### config.mk
export PLATFORM = sky130hd
export DESIGN_NAME = uart_rx_async_flat
export DESIGN_NICKNAME = d
export VERILOG_FILES = /design/src/rtl/uart_pkg.sv /design/src/rtl/uart_rx_async_if.sv /design/src/rtl/uart_rx_sampler.sv /design/src/rtl/uart_rx_async.sv /design/src/flat_wrapper.sv
export SDC_FILE = /design/constraint.sdc
export NUM_CORES = 1
export LEC_CHECK = 0
export CELL_PAD_IN_SITES_DETAIL_PLACEMENT = 0
export CELL_PAD_IN_SITES_GLOBAL_PLACEMENT = 2
export CORE_UTILIZATION = 33
export CTS_CLUSTER_DIAMETER = 80
export DETAILED_ROUTE_END_ITERATION = 10
export PLACE_DENSITY = 0.79
export SYNTH_ARGS = -nofsm -noshare
export SYNTH_HDL_FRONTEND = slang
export SYNTH_HIERARCHICAL = 1
export SYNTH_SLANG_ARGS = --single-unit
### constraint.sdc
create_clock -name CLK -period 1.6 [get_ports CLK]
set_input_delay 0.16 -clock CLK [delete_from_list [all_inputs] [get_ports CLK]]
set_output_delay 0.16 -clock CLK [all_outputs]
set_load 0.02 [all_outputs]
### src/rtl/uart_pkg.sv
// Shared definitions for the UART receive path: FSM encoding and bit-timing constants.
package uart_pkg;

  typedef logic [2:0] rxState_t;

  localparam rxState_t ST_IDLE   = 3'd0;
  localparam rxState_t ST_START  = 3'd1;
  localparam rxState_t ST_DATA   = 3'd2;
  localparam rxState_t ST_PARITY = 3'd3;
  localparam rxState_t ST_STOP   = 3'd4;

  localparam logic [3:0] TICK_MID = 4'd8;
  localparam logic [3:0] TICK_MAX = 4'd15;

  function automatic logic [2:0] lastDataBit(input logic bit8);
    return bit8 ? 3'd7 : 3'd6;
  endfunction

endpackage

### src/rtl/uart_rx_async_if.sv
// Host-side bundle of the UART receiver: line, frame format, and received-byte handshake.
interface uart_rx_async_if;

  logic       baud_clock;
  logic       bit8;
  logic       parity_en;
  logic       odd_n_even;
  logic       rx;
  logic       read_rx_byte;
  logic [7:0] rx_data;
  logic       rx_ready;
  logic       fifo_write;
  logic       parity_err;
  logic       framing_err;
  logic       overflow;

  modport master (
    output baud_clock, bit8, parity_en, odd_n_even, rx, read_rx_byte,
    input  rx_data, rx_ready, fifo_write, parity_err, framing_err, overflow
  );

  modport slave (
    input  baud_clock, bit8, parity_en, odd_n_even, rx, read_rx_byte,
    output rx_data, rx_ready, fifo_write, parity_err, framing_err, overflow
  );

endinterface

### src/rtl/uart_rx_sampler.sv
// Brings the asynchronous rx line into the CLK domain and majority-votes the last three baud samples.
module uart_rx_sampler
  import uart_pkg::*;
(
  input  logic CLK,
  input  logic RESET_N,
  input  logic i_baudClock,
  input  logic i_rx,
  output logic o_rxSync,
  output logic o_vote
);

  logic       r_sync1;
  logic       r_sync2;
  logic [2:0] r_samples;

  // Idle-high reset values keep a line held low at reset release from looking like an old start bit.
  always_ff @(posedge CLK or negedge RESET_N) begin
    if (!RESET_N) begin
      r_sync1 <= 1'b1;
      r_sync2 <= 1'b1;
    end else begin
      r_sync1 <= i_rx;
      r_sync2 <= r_sync1;
    end
  end

  always_ff @(posedge CLK or negedge RESET_N) begin
    if (!RESET_N) begin
      r_samples <= 3'b111;
    end else if (i_baudClock) begin
      r_samples <= {r_samples[1:0], r_sync2};
    end
  end

  assign o_rxSync = r_sync2;
  assign o_vote   = (r_samples[0] & r_samples[1]) |
                    (r_samples[0] & r_samples[2]) |
                    (r_samples[1] & r_samples[2]);

endmodule

### src/rtl/uart_rx_async.sv
// UART receiver: 16x oversampled frame FSM with optional parity, delivering bytes to a
// holding register (RX_FIFO=0) or as a one-cycle FIFO push strobe (RX_FIFO=1).
module uart_rx_async
  import uart_pkg::*;
#(
  parameter int RX_FIFO = 0
) (
  input  logic            CLK,
  input  logic            RESET_N,
  uart_rx_async_if.slave  bus
);

  localparam logic HOLD_MODE = (RX_FIFO == 0);

  logic       w_rxSync;
  logic       w_vote;
  logic       w_midBit;
  logic       w_store;
  logic [7:0] w_dataByte;

  rxState_t   r_state;
  logic [3:0] r_tick;
  logic [2:0] r_bitCnt;
  logic [7:0] r_shift;
  logic       r_parityMis;
  logic [7:0] r_rxData;
  logic       r_rxReady;
  logic       r_fifoWrite;
  logic       r_parityErr;
  logic       r_framingErr;
  logic       r_overflow;

  uart_rx_sampler u_sampler (
    .CLK         (CLK),
    .RESET_N     (RESET_N),
    .i_baudClock (bus.baud_clock),
    .i_rx        (bus.rx),
    .o_rxSync    (w_rxSync),
    .o_vote      (w_vote)
  );

  assign w_midBit   = bus.baud_clock && (r_tick == TICK_MID);
  assign w_store    = w_midBit && (r_state == ST_STOP);
  assign w_dataByte = bus.bit8 ? r_shift : {1'b0, r_shift[6:0]};

  // Tick stays parked at 0 while idle so a new frame always starts counting from its start edge.
  always_ff @(posedge CLK or negedge RESET_N) begin
    if (!RESET_N) begin
      r_tick <= 4'd0;
    end else if (bus.baud_clock) begin
      if (r_state == ST_IDLE || r_tick == TICK_MAX) begin
        r_tick <= 4'd0;
      end else begin
        r_tick <= r_tick + 4'd1;
      end
    end
  end

  always_ff @(posedge CLK or negedge RESET_N) begin
    if (!RESET_N) begin
      r_state <= ST_IDLE;
    end else begin
      case (r_state)
        ST_IDLE:   if (bus.baud_clock && !w_rxSync) r_state <= ST_START;
        ST_START:  if (w_midBit) r_state <= w_vote ? ST_IDLE : ST_DATA;
        ST_DATA:   if (w_midBit && r_bitCnt == lastDataBit(bus.bit8))
                     r_state <= bus.parity_en ? ST_PARITY : ST_STOP;
        ST_PARITY: if (w_midBit) r_state <= ST_STOP;
        ST_STOP:   if (w_midBit) r_state <= ST_IDLE;
        default:   r_state <= ST_IDLE;
      endcase
    end
  end

  always_ff @(posedge CLK or negedge RESET_N) begin
    if (!RESET_N) begin
      r_bitCnt    <= 3'd0;
      r_shift     <= 8'd0;
      r_parityMis <= 1'b0;
    end else if (w_midBit) begin
      case (r_state)
        ST_START: begin
          r_bitCnt    <= 3'd0;
          r_shift     <= 8'd0;
          r_parityMis <= 1'b0;
        end
        ST_DATA: begin
          r_shift[r_bitCnt] <= w_vote;
          r_bitCnt          <= r_bitCnt + 3'd1;
        end
        ST_PARITY: r_parityMis <= ((^w_dataByte) ^ w_vote) != bus.odd_n_even;
        default: ;
      endcase
    end
  end

  always_ff @(posedge CLK or negedge RESET_N) begin
    if (!RESET_N) begin
      r_rxData    <= 8'd0;
      r_fifoWrite <= 1'b0;
    end else begin
      r_fifoWrite <= w_store && !HOLD_MODE;
      if (w_store) r_rxData <= w_dataByte;
    end
  end

  // A store landing in the same cycle as a host read wins: old flags are dropped, new ones kept.
  always_ff @(posedge CLK or negedge RESET_N) begin
    if (!RESET_N) begin
      r_rxReady    <= 1'b0;
      r_parityErr  <= 1'b0;
      r_framingErr <= 1'b0;
      r_overflow   <= 1'b0;
    end else if (w_store) begin
      r_rxReady    <= HOLD_MODE;
      r_parityErr  <= (r_parityErr  & ~bus.read_rx_byte) | r_parityMis;
      r_framingErr <= (r_framingErr & ~bus.read_rx_byte) | ~w_vote;
      r_overflow   <= ((r_overflow | (r_rxReady & HOLD_MODE)) & ~bus.read_rx_byte);
    end else if (bus.read_rx_byte) begin
      r_rxReady    <= 1'b0;
      r_parityErr  <= 1'b0;
      r_framingErr <= 1'b0;
      r_overflow   <= 1'b0;
    end
  end

  assign bus.rx_data     = r_rxData;
  assign bus.rx_ready    = r_rxReady;
  assign bus.fifo_write  = r_fifoWrite;
  assign bus.parity_err  = r_parityErr;
  assign bus.framing_err = r_framingErr;
  assign bus.overflow    = r_overflow;

endmodule

### src/flat_wrapper.sv
// flat-port wrapper written by rule: the top's interface ports become plain ports
module uart_rx_async_flat import uart_pkg::*;
#(
  parameter int RX_FIFO = 0
)
  (CLK, RESET_N, bus_baud_clock, bus_bit8, bus_parity_en, bus_odd_n_even, bus_rx, bus_read_rx_byte, bus_rx_data, bus_rx_ready, bus_fifo_write, bus_parity_err, bus_framing_err, bus_overflow);
  uart_rx_async_if bus_i ();
  input  logic CLK;
  input  logic RESET_N;
  input wire logic [$bits(bus_i.baud_clock)-1:0] bus_baud_clock;
  input wire logic [$bits(bus_i.bit8)-1:0] bus_bit8;
  input wire logic [$bits(bus_i.parity_en)-1:0] bus_parity_en;
  input wire logic [$bits(bus_i.odd_n_even)-1:0] bus_odd_n_even;
  input wire logic [$bits(bus_i.rx)-1:0] bus_rx;
  input wire logic [$bits(bus_i.read_rx_byte)-1:0] bus_read_rx_byte;
  output wire logic [$bits(bus_i.rx_data)-1:0] bus_rx_data;
  output wire logic [$bits(bus_i.rx_ready)-1:0] bus_rx_ready;
  output wire logic [$bits(bus_i.fifo_write)-1:0] bus_fifo_write;
  output wire logic [$bits(bus_i.parity_err)-1:0] bus_parity_err;
  output wire logic [$bits(bus_i.framing_err)-1:0] bus_framing_err;
  output wire logic [$bits(bus_i.overflow)-1:0] bus_overflow;
  assign bus_i.baud_clock = bus_baud_clock;
  assign bus_i.bit8 = bus_bit8;
  assign bus_i.parity_en = bus_parity_en;
  assign bus_i.odd_n_even = bus_odd_n_even;
  assign bus_i.rx = bus_rx;
  assign bus_i.read_rx_byte = bus_read_rx_byte;
  assign bus_rx_data = bus_i.rx_data;
  assign bus_rx_ready = bus_i.rx_ready;
  assign bus_fifo_write = bus_i.fifo_write;
  assign bus_parity_err = bus_i.parity_err;
  assign bus_framing_err = bus_i.framing_err;
  assign bus_overflow = bus_i.overflow;
  uart_rx_async #(.RX_FIFO(RX_FIFO)) u_core (.CLK(CLK), .RESET_N(RESET_N), .bus(bus_i));
endmodule
* After elaboration in Yosys (flattened, before gate mapping)
Cells that the tools add are included.
** Word-level totals
- Latch bits :: 0
- Flip-flop bits (word level) :: 36
- Memories kept :: 0
- Input bits :: 8
- Word-level logic and storage cells :: 81
- Output and inout bits :: 13
- Memory bits (writable) :: 0
- ROM bits :: 0
** Operators by class
- Reductions and logical operators :: 15
- Order comparisons :: 2
- Equality and inequality tests :: 13
- Shift-type cells :: 0
- Bitwise operators :: 14
- Add/subtract/negate cells :: 2
- Multipliers :: 0
- Muxes and demuxes :: 22
- Divide/modulo/power cells :: 0
** Operators by type and width (count)
- 2-to-1 mux 3 bit :: 6
- one-hot mux 8 bit (2 select lines) :: 1
- one-hot mux 3 bit (5 select lines) :: 1
- bitwise mux 8 bit :: 1
- equality test 4 bit (second input constant) :: 2
- 2-to-1 mux 8 bit :: 1
- != test 2 x 1 -> 1 bit (second input constant) :: 4
- parity 8 bit :: 1
- 2-to-1 mux 1 bit :: 7
- bitwise AND 1 bit :: 6
- equality test 3 x 2 -> 1 bit (second input constant) :: 2
- one-hot mux 3 bit (2 select lines) :: 1
- nonzero test 2 bit :: 3
- logical AND 1 bit :: 5
- bitwise OR 1 bit :: 5
- AND reduction 5 bit :: 1
- adder 4 x 1 -> 4 bit (second input constant) :: 1
- less-than comparator 3 x 4 -> 1 bit (second input constant) :: 1
- 2-to-1 mux 4 bit :: 1
- AND reduction 2 bit :: 2
- adder 3 x 1 -> 3 bit (second input constant) :: 1
- demux 1 bit (select 3 bit) :: 1
- equality test 3 x 1 -> 1 bit (second input constant) :: 1
- equality test 3 bit :: 1
- other kinds (11) :: 12

* Depth between registers and ports, before layout
Gate-level depths: netlist of run 1.
- Word-level depth :: 6
- Mapped depth :: 7
- Gate-level depth less buffers :: 6

* By module
Netlist of run 1, hierarchy kept.
** Modules (own cells, without submodules)
- uart_rx_async :: cells an instance 164, sequential area each 775.7 µm², area each 1707.9 µm², instances 1
- uart_rx_sampler :: cells an instance 9, sequential area each 131.4 µm², area each 176.4 µm², instances 1

* Worst setup path before layout of run 1
OpenSTA, ideal clock, no wires.
- Kind :: reg-to-reg
- From :: reg u_core.u_sampler.r_samples[2]
- To :: reg u_core.r_parityMis
- Stages on the path, launching flop included :: 6
- Arrival time :: 1554 ps
- Path slack :: -74 ps
- Buffers on the path :: 0
- Clock period less this slack :: 1674 ps
- Cell sequence :: dfstp_2 maj3_2 xnor2_1 xnor2_1 xnor3_1 a41o_1
** Between the ends
- Word-level cells in the longest chain between the ends :: 6
** RTL lines
- from (decl) :: RTL line uart_rx_sampler.sv:15 : logic [2:0] r_samples;
- from (signal assigned) :: RTL line uart_rx_sampler.sv:32 : r_samples <= {r_samples[1:0], r_sync2};
- bitwise AND 1 bit :: RTL line uart_rx_sampler.sv:38 : (r_samples[0] & r_samples[2]) |
- bitwise OR 1 bit :: RTL line uart_rx_sampler.sv:37 : assign o_vote = (r_samples[0] & r_samples[1]) |
- bitwise OR 1 bit (*) :: RTL line uart_rx_sampler.sv:38
- net u_core.w_vote :: RTL line uart_rx_async.sv:16 : logic w_vote;
- XOR 1 bit (*) :: RTL line uart_rx_async.sv:91 : ST_PARITY: r_parityMis <= ((^w_dataByte) ^ w_vote) != bus.odd_n_even;
- != test 1 bit (*) :: RTL line uart_rx_async.sv:91
- one-hot mux 1 bit (2 select lines) (*) :: RTL line uart_rx_async.sv:81 : case (r_state)
- to (signal assigned) :: RTL line uart_rx_async.sv:91
- to (decl) :: RTL line uart_rx_async.sv:25 : logic r_parityMis;
The timed path passes the listed nets; every way through them passes the cells marked *.
A chain may end at the register's enable or synchronous reset.

* Worst setup path in the final report of run 1
- From :: reg u_core.u_sampler.r_samples[1]
- To :: reg u_core.r_parityMis
** Between the ends
- Word-level cells in the longest chain between the ends :: 6
** RTL lines (RTL line)
- bitwise AND 1 bit :: uart_rx_sampler.sv:37
- bitwise OR 1 bit :: uart_rx_sampler.sv:37
- bitwise OR 1 bit (*) :: uart_rx_sampler.sv:38
- net u_core.w_vote :: uart_rx_async.sv:16
- XOR 1 bit (*) :: uart_rx_async.sv:91
- != test 1 bit (*) :: uart_rx_async.sv:91
- one-hot mux 1 bit (2 select lines) (*) :: uart_rx_async.sv:81
Marks and branches as above.

==> summary.txt, run 1 <==
final worst path period share = 110.4%
Post-Syn Nets = 184
clock skew = 0.006661 ns
Cell variety after synth = 44
first-pass GRT wire length = 7569 microns
Die H = 77.57 microns
I/O pin cnt = 21
Seq/Total Area, Yosys = 48.14%
PwrDens = 1273 nW/um^2
RSZ-0062 raised after global routing = yes
Critical Path RT = 1.77 ns
Final Hold Slack = 0.2540 ns
CP max FO = 4
vias in the first global route = 1,593
GRT Util Overall = 16.14%
DP Worst Slack = -0.1672 ns
Root Buffer Master = clkbuf_8
core area = 5507 sq um
Max clock buf depth = 2
CP startpoint = u_core/u_sampler/r_samples[1]
grt met2 use = 26.90%
fill count = 499
Cell Rows = 27
met1 usage = 19.39%
layout cell share with drive strength beyond 1 = 35.71%
clock sinks = 36
kind of critical path = flip-flop to flip-flop
FFs w/ async S/R, synth = 100.0%
Max-cap violations = 0
RD Place Congestion = 0.7970
worst slew pin tran = 0.5017 ns
Synth Warn # = 6
Final Instance Count excl. Fillers = 296
TritonCTS clock tree = yes
final WL = 4329 microns
top_reg_cell synth = dfrtp_1
status = complete, but fails checks
Port-buffer cells = 19
number of synthesized flops with an enable pin = 0
busiest grt layer = met2
most frequent cells in the layout = dfrtp_1, buf_4, clkdlybuf4s50_1
Max-slew headroom = 66.56%
clock slew seen by the registers of the worst setup and hold paths = 0.08 ns
Fin. Hold Viols = 0
f_max = 566.0 MHz
Worst R2R Start = u_core/u_sampler/r_samples[1]
via count = 1,497
Antenna Cells = 0
Clock Latency Late Sink = 0.29 ns
Mapped Cells = 173
die area = 6016 sq um
leak pwr = 1.163 nW
drt pass-1 iters = 4
routed len/inst = 14.63 microns
Hold WC Path Type = input pin to asynchronous set/reset pin
Num CTS Buffers = 5
vias per cell = 5.057
final antenna-violating net count = 0
Layout area overhead = 39.84%
GRT overflow = 0
fin util = 47.85%
H-Tree Depth = 2
maximum VDD drop = 0.0005586 V
DRC viols = 0
drt initial violations = 60
Initial Util = 34.22%
Final setup viols = 13
worst setup margin = -0.1667 ns
placed cells = 282
Final min period = 1.767 ns
Mapped Avg Cell Area = 10.89 sq um
Post-DP HPWL = 3019 microns
Synth Register Bits = 36
Final nets = 234
largest net degree at the start of global routing = 37
Post-Synthesis Cell Area = 1884 sq um
pins over their slew limit = 0
crit path DAT = 1.94 ns
met3 GRT Util = 4.235%
die width = 77.57 microns
Critical Path Start Type = flip-flop
failing checks = negative setup slack
initial antenna violation count = 0
Total Power = 3.354 mW
Critical Path End Type = flip-flop
commonest non-fill, non-tap cell in the layout = dfrtp_1
## critical path, stage by stage, from the launching register on
cell     delay, ns
dfstp_2       0.38
maj3_2        0.34
buf_4         0.15
xnor2_2       0.13
xnor2_2       0.17
xnor3_1       0.24
a41o_1        0.24
## what timing repair did
item | in CTS | in global routing
endpoints found under the setup margin | 15 | 20
hold buffers | 0 | 0
setup buffers | 3 | 3
pin swaps | 5 | 5
gates resized for setup | 7 | 19
endpoints found under the hold margin | 0 | 0
## metal layers
layer / wire (microns) / vias to the layer above
met4: 105 / 0
met2: 2270 / 29
li1: - / 722
met3: 124 / 9
met1: 1828 / 737
met5: 0 / -
## cells by family (layout without fill, tap and decap cells)
| family | count (synthesis) | after routing | share of synthesized area, % |
|---|---|---|---|
| compound gates | 45 | 45 | 16.07 |
| xor+xnor | 10 | 10 | 5.379 |
| fa+ha+maj | 4 | 4 | 2.590 |
| buf+inv | 21 | 72 | 5.444 |
| flops | 36 | 36 | 48.14 |
| mux | 10 | 10 | 6.972 |
| other cells | 1 | 1 | 0.1990 |
| simple gates | 46 | 46 | 15.21 |
## cell type report
type | instances | area, sq um | share of cell area (%)
clock buffer | 6 | 72.57 | 2.754
clock inverter | 2 | 35.03 | 1.330
inverter | 10 | 37.54 | 1.424
multi-input combinational | 116 | 999.7 | 37.94
sequential | 36 | 907.1 | 34.43
tap | 72 | 90.09 | 3.419
timing repair buffer | 54 | 493.0 | 18.71
## sequential cells by signal, summed over array words and instances (netlist names), 3 cells and up
signal	count
u_core/r_tick	4
u_core/r_state	3
u_core/u_sampler/r_samples	3
u_core/r_shift	8
u_core/r_bitCnt	3
u_core/bus.rx_data	8
## final timing paths
| check | end | slack [ns] | depth (start not counted) |
|---|---|---|---|
| setup / recovery | u_core/r_parityMis | -0.17 | 6 |
| min in group CLK | u_core/u_sampler/r_sync1 | 0.28 | 1 |
| setup reg to reg | u_core/r_parityMis | -0.17 | 6 |
| hold reg to reg | u_core/u_sampler/o_rxSync | 0.36 | 0 |
| max in group asynchronous | u_core/u_sampler/r_sync1 | 1.10 | 2 |
| hold / removal | u_core/bus.rx_data[4] | 0.25 | 2 |
## Yosys cell counts (all sizes together) (2+ instances only)
cell type  number  area share [%]
a41oi           2            0.93
nor3b           3             1.2
dfrtp          31              41
ha              3             2.0
nor4            3             1.8
a31oi           2            0.66
nand3           5             1.6
nor3            5             1.3
inv            10             2.0
o31ai           2            0.80
o41ai           2            0.93
xnor2           7             3.3
dfstp           5             7.0
xor2            2            0.93
nand3b          3             1.2
nand2          12             2.4
nor2            5             1.0
nor2b           3             1.0
a21oi           5             1.3
o22ai           5             1.7
nand2b          4             1.3
o2bb2ai         7             3.3
clkbuf          5             1.0
o21ai          14             3.7
mux2           10             7.0
buf             6             2.5
## per-stage QoR
| step | TNS (ns) | cell area [sq um] |
|---|---|---|
| floorplan | 0 | 1894 |
| global placement | -1.109 | 2352 |
| detailed placement | -1.328 | 2352 |
| CTS | -0.8442 | 2514 |
| global route | -1.828 | 2635 |
| finish | -0.6137 | 2635 |
## report_power, final
part	internal, mW	leakage, nW	switching [mW]
logic	0.682	0.649	0.618
registers	1.06	0.459	0.201
clock network	0.463	0.0552	0.326
Power figures use the tool's default switching activity.
==> run 2: changes to the inputs <==
Settings changed: CAP_MARGIN set to 20, PLACE_DENSITY 0.79 to 0.78, SYNTH_HIERARCHICAL 1 to unset.
==> run 2 against run 1 <==
Effect of this change: the run still ends with negative setup slack left; clock skew rose by 0.0016 ns; sequential share of layout area increased by 2.2 points; total power is 1.1% lower; combinational power shrank 4%; first-iteration DRC count grew 30%; core utilization down 3.1 points; count of clock-buffer cells in the layout is the same; wire length down 4.1%; final cell count decreased by 2.7%; die area rose by 1.5%.
==> summary.txt, run 2 <==
die area = 6106 sq um (+1.5%)
Post-synth top cells = dfrtp_1, nand2_1, inv_1
first-pass GRT wire length = 6706 microns (-11%)
routed len/inst = 14.42 microns (-1.4%)
placed cells = 273 (-3.2%)
Clock Latency Late Sink = 0.29 ns (about the same)
Max-cap violations = 0 (unchanged)
Critical Path Start Type = flip-flop
dominant cell type by area after synthesis = dfrtp_1
FFs w/ async S/R, synth = 100.0% (unchanged)
Final min period = 1.641 ns (-0.1261 ns)
final antenna-violating net count = 0 (unchanged)
fin util = 44.76% (-3.1 points)
number of synthesized flops with an enable pin = 0 (unchanged)
Cell variety after synth = 49 (+11%)
RSZ-0062 raised after global routing = yes
GRT Util Overall = 14.11% (-2.0 points)
Total Power = 3.316 mW (-1.1%)
Hold WC Path Type = input pin to flip-flop
Max clock buf depth = 2 (unchanged)
Reg-to-Reg End = u_core.r_bitCnt[2]
sequential power share = 38.7% (+1.0 points)
Final setup viols = 13 (unchanged)
crit path DAT = 1.85 ns (-0.09 ns)
failing checks = negative setup slack
Antenna Cells = 0 (unchanged)
commonest non-fill, non-tap cell in the layout = dfrtp_1
Cell Rows = 27 (unchanged)
placed cell area = 2292 sq um (-2.6%)
CTS Hold Bufs = 0 (unchanged)
count leader, synth = dfrtp_1
fin area = 2480 sq um (-5.9%)
core area = 5540 sq um (+0.61%)
mux contribution to synthesized area = 11.64% (+4.7 points)
initial antenna violation count = 0 (unchanged)
Root Buffer Master = clkbuf_8
via count = 1,423 (-4.9%)
internal power = 2.190 mW (-0.83%)
status = complete, but fails checks
Fin. Hold Viols = 0 (unchanged)
vias per cell = 4.941 (-2.3%)
Net Sw Frac = 33.94% (-0.20 points)
Mapped Avg Cell Area = 11.25 sq um (+3.3%)
RD Place Congestion = 0.8200 (+2.9%)
Post-Syn Nets = 181 (-1.6%)
pins over their slew limit = 0 (unchanged)
Mapped Cells = 170 (-1.7%)
I/O pin cnt = 21 (unchanged)
area share of and/or/nand/nor cells after synthesis = 17.53% (+2.3 points)
Synth Register Bits = 36 (unchanged)
drt initial violations = 78 (+30%)
Post-DP HPWL = 2936 microns (-2.7%)
synth top area cells = dfrtp_1, dfstp_2, mux2i_1
Post-Synthesis Cell Area = 1913 sq um (+1.5%)
DRC viols = 0 (unchanged)
layout cell share with drive strength beyond 1 = 30.56% (-5.2 points)
compound-cell area share of the yosys netlist = 10.14% (-5.9 points)
r2r worst-path depth = 8 (+2)
Synth Warn # = 0 (-6)
combinational share of power = 37.8% (-0.9 points)
post-synthesis xor/xnor area fraction = 5.298% (-0.081 points)
die width = 78.14 microns (+0.74%)
final WL = 4153 microns (-4.1%)
PwrDens = 1337 nW/um^2 (+5.1%)
DP Worst Slack = -0.2193 ns (-0.05209 ns)
Critical Path RT = 1.81 ns (+0.04 ns)
CP max FO = 6 (+2)
clock slew seen by the registers of the worst setup and hold paths = 0.07 ns (about the same)
vias in the first global route = 1,459 (-8.4%)
Port-buffer cells = 19 (unchanged)
R2R setup slack = -0.04 ns (+0.13 ns)
clock skew = 0.008289 ns (+0.001628 ns)
largest net degree at the start of global routing = 37 (unchanged)
post-synth top area share = 40.55% (-0.62 points)
Layout area overhead = 29.63%
Num CTS Buffers = 5 (unchanged)
HP Start = bus_rx
worst setup margin = -0.04060 ns (+0.1261 ns)
fill count = 538 (+7.8%)
Final Instance Count excl. Fillers = 288 (-2.7%)
Sw Pwr = 1.125 mW (-1.7%)
drt pass-1 iters = 4 (unchanged)
most frequent cells in the layout = dfrtp_1, buf_4, nand2_1
final worst path period share = 102.5% (-7.9 points)
f_max = 609.5 MHz (+7.7%)
Worst R2R Start = u_core.r_tick[0]
Hold Path End = u_core.u_sampler.r_sync1
Initial Util = 34.53% (+0.31 points)
largest family of logic cells by synthesized area = simple AND/OR/NAND/NOR gates
maximum VDD drop = 0.0006648 V (+19%)
Final nets = 226 (-3.4%)
Die H = 78.14 microns (+0.74%)
Critical Path End Type = flip-flop
Hold Path Depth = 1
leak pwr = 1.134 nW (-2.5%)
H-Tree Depth = 2 (unchanged)
top_reg_cell synth = dfrtp_1
GRT overflow = 0 (unchanged)
clock sinks = 36 (unchanged)
kind of critical path = flip-flop to flip-flop
Seq/Total Area, Yosys = 47.42% (-0.72 points)
Synth Area in Adders = 2.551% (-0.039 points)
Clk network pwr share = 23.5% (about the same)
TritonCTS clock tree = yes
-- run 2: cell count changes after synthesis, sizes merged, moves of 3 or more --
cell,delta
mux2i,+8
o21ai,-6
o22ai,-3
o2bb2ai,-5
nand2b,-3
nand2,+9
nor3b,-3
-- run 2: cell type report --
type	count	area [sq um]	share of cell area (%)
inverters	9	33.78	1.362
repair buffers	47	400.4	16.15
flip-flops and latches	36	907.1	36.58
well taps	72	90.09	3.633
multi-input cells	116	940.9	37.94
clock inverters	2	35.03	1.413
clock buffers	6	72.57	2.926
-- run 2: worst max path at each step --
| stage | slack, ns | startpoint | end | depth (start not counted) |
|---|---|---|---|---|
| 6_report | -0.04 | u_core.r_tick[0] | u_core.r_bitCnt[2] | 8 |
| 5_1_grt | -0.11 | u_core.r_tick[0] | u_core.r_shift[7] | 6 |
| 4_1_cts | -0.05 | u_core.r_tick[1] | u_core.r_shift[7] | 6 |
| 3_5_place_dp | -0.22 | bus_baud_clock | u_core.r_shift[7] | 5 |
| 3_3_place_gp | -0.15 | bus_baud_clock | u_core.r_shift[6] | 5 |
| 2_1_floorplan | 0.002 | u_core.r_tick[0] | u_core.r_shift[7] | 7 |
-- run 2: metal layers --
| metal | GRT usage (%) | share of wire [%] |
|---|---|---|
| met4 | 4.630 | 1.1 |
| met2 | 25.44 | 49 |
| met5 | 0 | 0 |
| met1 | 16.32 | 47 |
| met3 | 3.372 | 3.2 |
-- run 2: kinds of logic after synthesis --
logic type,Yosys count
XOR/XNOR,10
AO/OA/AOI/OAI,29
adder cells (fa/ha/maj),4
other,1
flip-flops,36
buffers and inverters,19
AND/OR/NAND/NOR,52
multiplexers,19
-- run 2: stage by stage --
stage               hold slack, ns  setup TNS, ns
CTS                         0.2680        -0.1843
floorplan                  -0.1356              0
global route                0.2652         -1.300
global placement            0.3473         -1.931
detailed placement          0.3501         -2.752
finish                      0.2792        -0.3709
-- run 2: power groups by stage --
stage / Combinational, mW / Sequential, mW / Clock [mW]
after floorplan: 0.804 / 1.22 / 0
after global placement: 1.08 / 1.28 / 0
after detailed placement: 1.12 / 1.29 / 0
after CTS: 1.17 / 1.28 / 0.797
after global routing: 1.38 / 1.31 / 0.840
final: 1.25 / 1.28 / 0.779
-- run 2: repair_timing --
action | CTS | global route
setup endpoints to repair | 17 | 15
gates cloned | 0 | 1
gates resized for setup | 6 | 1
buffers inserted | 1 | 5
pin swaps | 5 | 9
-- run 2: critical path, cell delays in order, from the launching register on --
cell and delay, ns:
dfrtp_1 0.40, inv_2 0.08, ha_4 0.15, nand4b_4 0.18, buf_4 0.20, buf_4 0.12, nor4_1 0.22, a21oi_1 0.07
o2bb2ai_1 0.14
==> run 3: changes to the inputs <==
Settings changed: RECOVER_POWER set to 100, TNS_END_PERCENT set to 50.
==> run 3 against run 2 <==
Effect of this change: the run still ends with negative setup slack left; worst hold slack gained 0.080 ns; sequential share of layout area grew 0.51 points; count of clock-buffer cells in the layout is the same; global-route usage is the same; register-to-register slack is essentially flat; combinational power is essentially flat; highest routed layer unchanged.
==> summary.txt, run 3 (synthesis gave the netlist of run 2 again) <==
drt pass-1 iters = 4 (unchanged)
drt initial violations = 55 (-29%)
f_max = 609.9 MHz (about the same)
Initial Util = 34.53% (unchanged)
fin util = 44.15% (-0.61 points)
die area = 6106 sq um (unchanged)
worst setup margin = -0.03949 ns (+0.001102 ns)
Final setup viols = 12 (-1)
Port-buffer cells = 19 (unchanged)
Num CTS Buffers = 5 (unchanged)
Cell Rows = 27 (unchanged)
Max-slew headroom = 40.96%
worst slew pin tran = 0.8856 ns
Hold Path Depth = 0 (-1)
Antenna Cells = 0 (unchanged)
Root Buffer Master = clkbuf_8
CP max FO = 6 (unchanged)
layout cell share with drive strength beyond 1 = 27.57% (-3.0 points)
Max-cap violations = 0 (unchanged)
failing checks = negative setup slack
pins over their slew limit = 0 (unchanged)
Final nets = 224 (-0.88%)
leak pwr = 1.162 nW (+2.5%)
Fin. Hold Viols = 0 (unchanged)
Final Instance Count excl. Fillers = 286 (-0.69%)
Clock Latency Late Sink = 0.28 ns (about the same)
vias in the first global route = 1,459 (unchanged)
final antenna-violating net count = 0 (unchanged)
Die H = 78.14 microns (unchanged)
RSZ-0062 raised after global routing = yes
crit path DAT = 1.79 ns (-0.06 ns)
clock sinks = 36 (unchanged)
RD Place Congestion = 0.8200 (unchanged)
first-pass GRT wire length = 6706 microns (unchanged)
Layout area overhead = 27.86%
placed cells = 273 (unchanged)
Worst R2R Start = u_core.r_tick[0]
metal2 WL = 1973 microns (-3.0%)
I/O pin cnt = 21 (unchanged)
Critical Path RT = 1.75 ns (-0.06 ns)
status = complete, but fails checks
fin area = 2446 sq um (-1.4%)
placed cell area = 2292 sq um (unchanged)
r2r worst-path depth = 6 (-2)
via count = 1,412 (-0.77%)
Post-DP HPWL = 2936 microns (unchanged)
clock skew = 0.007626 ns (-0.0006629 ns)
GRT Util Overall = 14.11% (unchanged)
die width = 78.14 microns (unchanged)
Reg-to-Reg End = u_core.r_shift[7]
Met3 Wirelength = 110 microns (-16%)
TritonCTS clock tree = yes
GRT overflow = 0 (unchanged)
DRC viols = 0 (unchanged)
initial antenna violation count = 0 (unchanged)
R2R setup slack = -0.04 ns (about the same)
CP startpoint = u_core.r_tick[0]
routed len/inst = 13.82 microns (-4.2%)
HP Start = u_core.u_sampler.r_sync1
clock slew seen by the registers of the worst setup and hold paths = 0.07 ns (about the same)
final worst path period share = 102.5% (about the same)
Final min period = 1.639 ns (-0.001102 ns)
vias per cell = 4.937 (about the same)
commonest non-fill, non-tap cell in the layout = dfrtp_1
Max Used Layer = met4
DRT met1 WL = 1829 microns (-5.9%)
largest net degree at the start of global routing = 37 (unchanged)
maximum VDD drop = 0.0006572 V (-1.2%)
final WL = 3953 microns (-4.8%)
Hold WC Path Type = flip-flop to flip-flop
most frequent cells in the layout = dfrtp_1, buf_4, nand2_1
Hold Path End = u_core.u_sampler.o_rxSync
H-Tree Depth = 2 (unchanged)
Critical Path Start Type = flip-flop
Critical Path End Type = flip-flop
core area = 5540 sq um (unchanged)
Max clock buf depth = 2 (unchanged)
PwrDens = 1337 nW/um^2 (about the same)
kind of critical path = flip-flop to flip-flop
run 3: cell count changes in the layout (fill, tap and decap cells not counted), sizes merged:
cell	delta
clkdlybuf4s50	-15
dlygate4sd3	+15
buf	-5
clkbuf	+4
nand3	-1
run 3: worst max-delay path by stage:
stage,end,slack (ns),cells past startpoint
5_1_grt,u_core.r_shift[7],-0.11,6
4_1_cts,u_core.r_shift[7],-0.05,6
2_1_floorplan,u_core.r_shift[7],0.002,7
6_report,u_core.r_shift[7],-0.04,6
3_5_place_dp,u_core.r_shift[7],-0.22,5
3_3_place_gp,u_core.r_shift[6],-0.15,5
run 3: through the flow:
stage / power, mW / hold WS (ns) / setup WS (ns) / TNS, ns
floorplan: 2.023 / -0.1356 / 0.001890 / 0
global placement: 2.358 / 0.3473 / -0.1509 / -1.931
detailed placement: 2.410 / 0.3501 / -0.2193 / -2.752
CTS: 3.246 / 0.2680 / -0.05427 / -0.1843
global route: 3.487 / 0.3618 / -0.1139 / -1.354
finish: 3.271 / 0.3591 / -0.03949 / -0.3289
run 3: cell type report:
type,instances,area [sq um]
tap,72,90.09
clock buffer,6,72.57
timing repair buffer,46,379.1
inverter,9,33.78
fill,547,3094
sequential,36,907.1
multi-input combinational,115,928.4
clock inverter,2,35.03
run 3: critical path, cell delays in order, from the launching register on:
cell,delay [ns]
dfrtp_1,0.40
inv_2,0.08
ha_4,0.15
nand4b_4,0.17
nor4b_4,0.43
nand3_2,0.13
mux2i_1,0.14
run 3: power breakdown:
part | switching, mW | internal [mW]
Clock | 0.313 | 0.462
Sequential | 0.206 | 1.07
Combinational | 0.583 | 0.632
Total | 1.10 | 2.17
run 3: repair_timing:
action | in CTS | in global routing
setup buffers | 1 | 4
hold buffers | 0 | 0
resized for setup | 6 | 0
pin swaps | 5 | 8
setup endpoints to repair | 17 | 15
run 3: per-layer routing:
layer | vias to the layer above | GRT usage [%]
met5 | - | 0
met4 | 0 | 4.630
met3 | 6 | 3.372
met2 | 26 | 25.44
met1 | 701 | 16.32
li1 | 679 | -
==> patch 1 (settings of run 2) <==
The package constant `TICK_MAX` goes from 4'd15 to 4'd7.
--- a/src/rtl/uart_pkg.sv
+++ b/src/rtl/uart_pkg.sv
@@ -12,3 +12,3 @@
   localparam logic [3:0] TICK_MID = 4'd8;
-  localparam logic [3:0] TICK_MAX = 4'd15;
+  localparam logic [3:0] TICK_MAX = 4'd7;
 
Behaviour: same outputs for any inputs over 10 cycles, from zero or initial values and one cycle with RESET_N low; that may be too few to reach the edited logic, so the function may still have changed.
==> patch 1 against run 2 <==
- the flow still finishes with violations (negative setup slack)
- non-clock buffer count is 2 higher
- total power is 5.2% lower
- sequential cell count stayed put
- largest power group unchanged
- wire length is 2.7% lower
- clock skew is 0.0031 ns lower
- sequential power hardly changed
- worst setup slack worse by 0.080 ns
- area after synthesis is 2.2% lower
- sequential share of layout area is 0.71 points lower
- first-iteration DRC count is 50% lower
- cell area is 2.1% higher
- via count is 2.2% lower
==> patch 1: results <==
export IMPL_drive_gt1_share_pct=33.2
export IMPL_pre_cts_slack_ns=-0.223
export IMPL_place_congestion=0.774
export IMPL_seq_area_frac_synth_pct=48.5
export IMPL_grt_use_total_pct=15.3
export IMPL_outcome="complete, but fails checks"
export IMPL_clock_root_buffer="clkbuf_8"
export IMPL_dr_total_vias=1391
export IMPL_synth_compound_area_share_pct=9.89
export IMPL_yosys_top_cells_count="dfrtp_1, nand2_1, mux2_2"
export IMPL_dp_hpwl_um=2880
export IMPL_hp_class="in2async"
export IMPL_grt_first_pass_wirelength_um=7070
export IMPL_worstPathArrival_ns=1.88
export IMPL_numCtsBuffers=5
export IMPL_synth_xor_area_share_pct=5.41
export IMPL_violations="negative setup slack"
export IMPL_vdd_drop_max_v=0.000606
export IMPL_r2r_cells=7
export IMPL_layout_nets=227
export IMPL_io_buffers=19
export IMPL_finalWorstSetupSlack_ns=-0.120
export IMPL_antenna_found_initial=0
export IMPL_grt_pass1_vias=1477
export IMPL_setup_viol=12
export IMPL_holdWs_ns=0.232
export IMPL_avgRoutedWirePerCell_um=14.0
export IMPL_drt_initial_drc_count=39
export IMPL_nFillCells=510
export IMPL_worst_clock_skew_ns=0.00519
export IMPL_place_area_um2=2270
export IMPL_reg2reg_to="u_core.r_shift[6]"
export IMPL_synthAdderAreaFrac_pct=2.61
export IMPL_tns_ns=-1.05
export IMPL_crit_slowest_cell="dfrtp_1"
export IMPL_ys_types=43
export IMPL_power_leakage_nw=1.13
export IMPL_synth_area_leaders="dfrtp_1, dfstp_2, mux2_2"
export IMPL_power_internal_w=0.00208
export IMPL_crit_family="simple AND/OR/NAND/NOR gates"
export IMPL_async_reset_ff_share_pct=100
export IMPL_synth_mux_area_share_pct=10.3
export IMPL_dr_pass1_iters=4
export IMPL_critical_path_peak_fanout=4
export IMPL_htree_levels=2
-- patch 1: cell type report --
cell class	instances	area, µm²	area share [%]
inverter	8	30.0	1.19
clock buffer	6	72.6	2.87
tap	72	90.1	3.56
multi-input combinational	116	953	37.6
sequential	36	908	35.9
timing repair buffer	49	443	17.5
clock inverter	2	35.0	1.38
-- patch 1: what timing repair did --
action                     4_1_cts  5_1_grt
gates resized for setup         19        8
buffers inserted                 5        2
setup endpoints to repair       21       15
pin swaps                       13       12
-- patch 1: power groups by stage --
stage	registers, W	logic (W)	clock network (W)
6_report	0.00128	0.00107	0.000789
5_1_grt	0.00131	0.00119	0.000859
4_1_cts	0.00127	0.00101	0.000824
3_5_place_dp	0.00128	0.000921	0
3_3_place_gp	0.00127	0.000885	0
2_1_floorplan	0.00117	0.000691	0
-- patch 1: per-stage QoR --
stage / std cells / total power [W]
floorplan: 170 / 0.00186
global placement: 276 / 0.00215
detailed placement: 276 / 0.00220
CTS: 288 / 0.00311
global route: 289 / 0.00336
finish: 289 / 0.00314
-- patch 1: routing by layer --
layer	vias to the layer above	GRT usage (%)	wire (µm)
li1	687	-	-
met1	672	18.1	1750
met2	25	26.3	2060
met3	7	4.40	181
met4	0	5.09	43
met5	-	0	0
-- patch 1: how the worst max path moves through the flow --
stage                      from                end  slack, ns  cells past startpoint
2_1_floorplan  u_core.r_tick[0]  u_core.r_shift[0]       0.03                      7
3_3_place_gp     bus_baud_clock  u_core.r_shift[6]      -0.20                      6
3_5_place_dp     bus_baud_clock  u_core.r_shift[6]      -0.22                      6
4_1_cts        u_core.r_tick[1]  u_core.r_shift[6]      -0.18                      7
5_1_grt        u_core.r_tick[0]  u_core.r_shift[1]      -0.20                      7
6_report       u_core.r_tick[0]  u_core.r_shift[6]      -0.12                      7
==> patch 2 (config.mk and constraints of run 2) <==
Without the edit above. Compare `r_tick` against `TICK_MID` with >= in place of ==.
--- a/src/rtl/uart_rx_async.sv
+++ b/src/rtl/uart_rx_async.sv
@@ -41,3 +41,3 @@
 
-  assign w_midBit   = bus.baud_clock && (r_tick == TICK_MID);
+  assign w_midBit   = bus.baud_clock && (r_tick >= TICK_MID);
   assign w_store    = w_midBit && (r_state == ST_STOP);
Check against the original RTL: same outputs for any inputs over 10 cycles, from zero or initial values and one cycle with RESET_N low; that may be too few to reach the edited logic, so the function may still have changed.
==> patch 2 against run 2 <==
- first-iteration DRC count up 35%
- critical path depth down 4
- sequential cell count unchanged
- cell area down 7.0%
- clock skew down 0.0012 ns
- total power down 12%
- sequential share of layout area up 2.7 points
- global-route usage about the same
- worst hold slack worse by 0.0028 ns
- die area down 5.2%
- wire length down 7.2%
- worst setup slack better by 0.10 ns
- area after synthesis down 5.3%
- critical endpoint is now u_core.r_state[0]
- largest power group unchanged
- highest routed layer unchanged
==> patch 2: results <==
export IMPL_outcome="completed"
export IMPL_grt_use_met1_pct=19.2
export IMPL_met3_usage_pct=3.47
export IMPL_nonClockBufferCount=37
export IMPL_worst_clock_skew_ns=0.00710
export IMPL_clockPowerShare_pct=27.1
export IMPL_multi_input_area_share_pct=35.8
export IMPL_vias_per_cell=4.84
export IMPL_grt_first_pass_wirelength_um=6380
export IMPL_dp_hpwl_um=2900
export IMPL_clk_share_pct=4.83
export IMPL_ys_types=47
export IMPL_drive_gt1_share_pct=20.9
export IMPL_power_internal_w=0.00198
export IMPL_critPathMaxStageDelay_ns=0.53
export IMPL_synth_xor_area_share_pct=5.59
export IMPL_worstPathArrival_ns=1.72
export IMPL_critical_path_peak_fanout=2
export IMPL_holdWs_ns=0.276
export IMPL_met1_length_um=1860
export IMPL_syn_nets=185
export IMPL_rrSetupSlack_ns=0.06
export IMPL_nFillCells=507
export IMPL_place_congestion=0.770
export IMPL_inverters_excl_clock=13
export IMPL_nonClkBufAreaFrac_pct=14.1
export IMPL_power_leakage_nw=1.01
export IMPL_grt_use_total_pct=14.1
export IMPL_grt_pass1_vias=1325
export IMPL_wl_um=3860
export IMPL_synth_area_leaders="dfrtp_1, dfstp_2, xnor2_1"
export IMPL_yosys_top_cells_count="dfrtp_1, nand2_1, inv_1, o21ai_1, o21ai_0"
==> patch 2: changes by cell type after synthesis, sizes merged, moves of 3 or more <==
cell,run 2,this run
o22ai,2,6
inv,9,13
and3,0,3
a22o,1,4
nor4,4,0
mux2i,8,1
nor2b,4,1
nand2,21,15
o21ai,8,19
o31ai,0,3
==> patch 2: worst reg2reg max path: stages, from the launching register on <==
cell and delay (ns):
dfrtp_1 0.39, or4_4 0.53, a21oi_4 0.16, nor2_2 0.06
mux2_4 0.29
==> patch 2: metrics by stage <==
stage | std cells | TNS [ns] | instance area, µm² | setup slack (ns)
global route | 281 | 0 | 2310 | 0.00860
CTS | 281 | 0 | 2290 | 0.0192
global placement | 273 | -0.313 | 2180 | -0.0725
detailed placement | 273 | -0.755 | 2180 | -0.0898
finish | 281 | 0 | 2310 | 0.0590
floorplan | 174 | 0 | 1810 | 0.00270
==> patch 2: what timing repair did <==
item	in CTS	in global routing
setup endpoints to repair	0	11
setup buffers	0	0
resized for setup	0	5
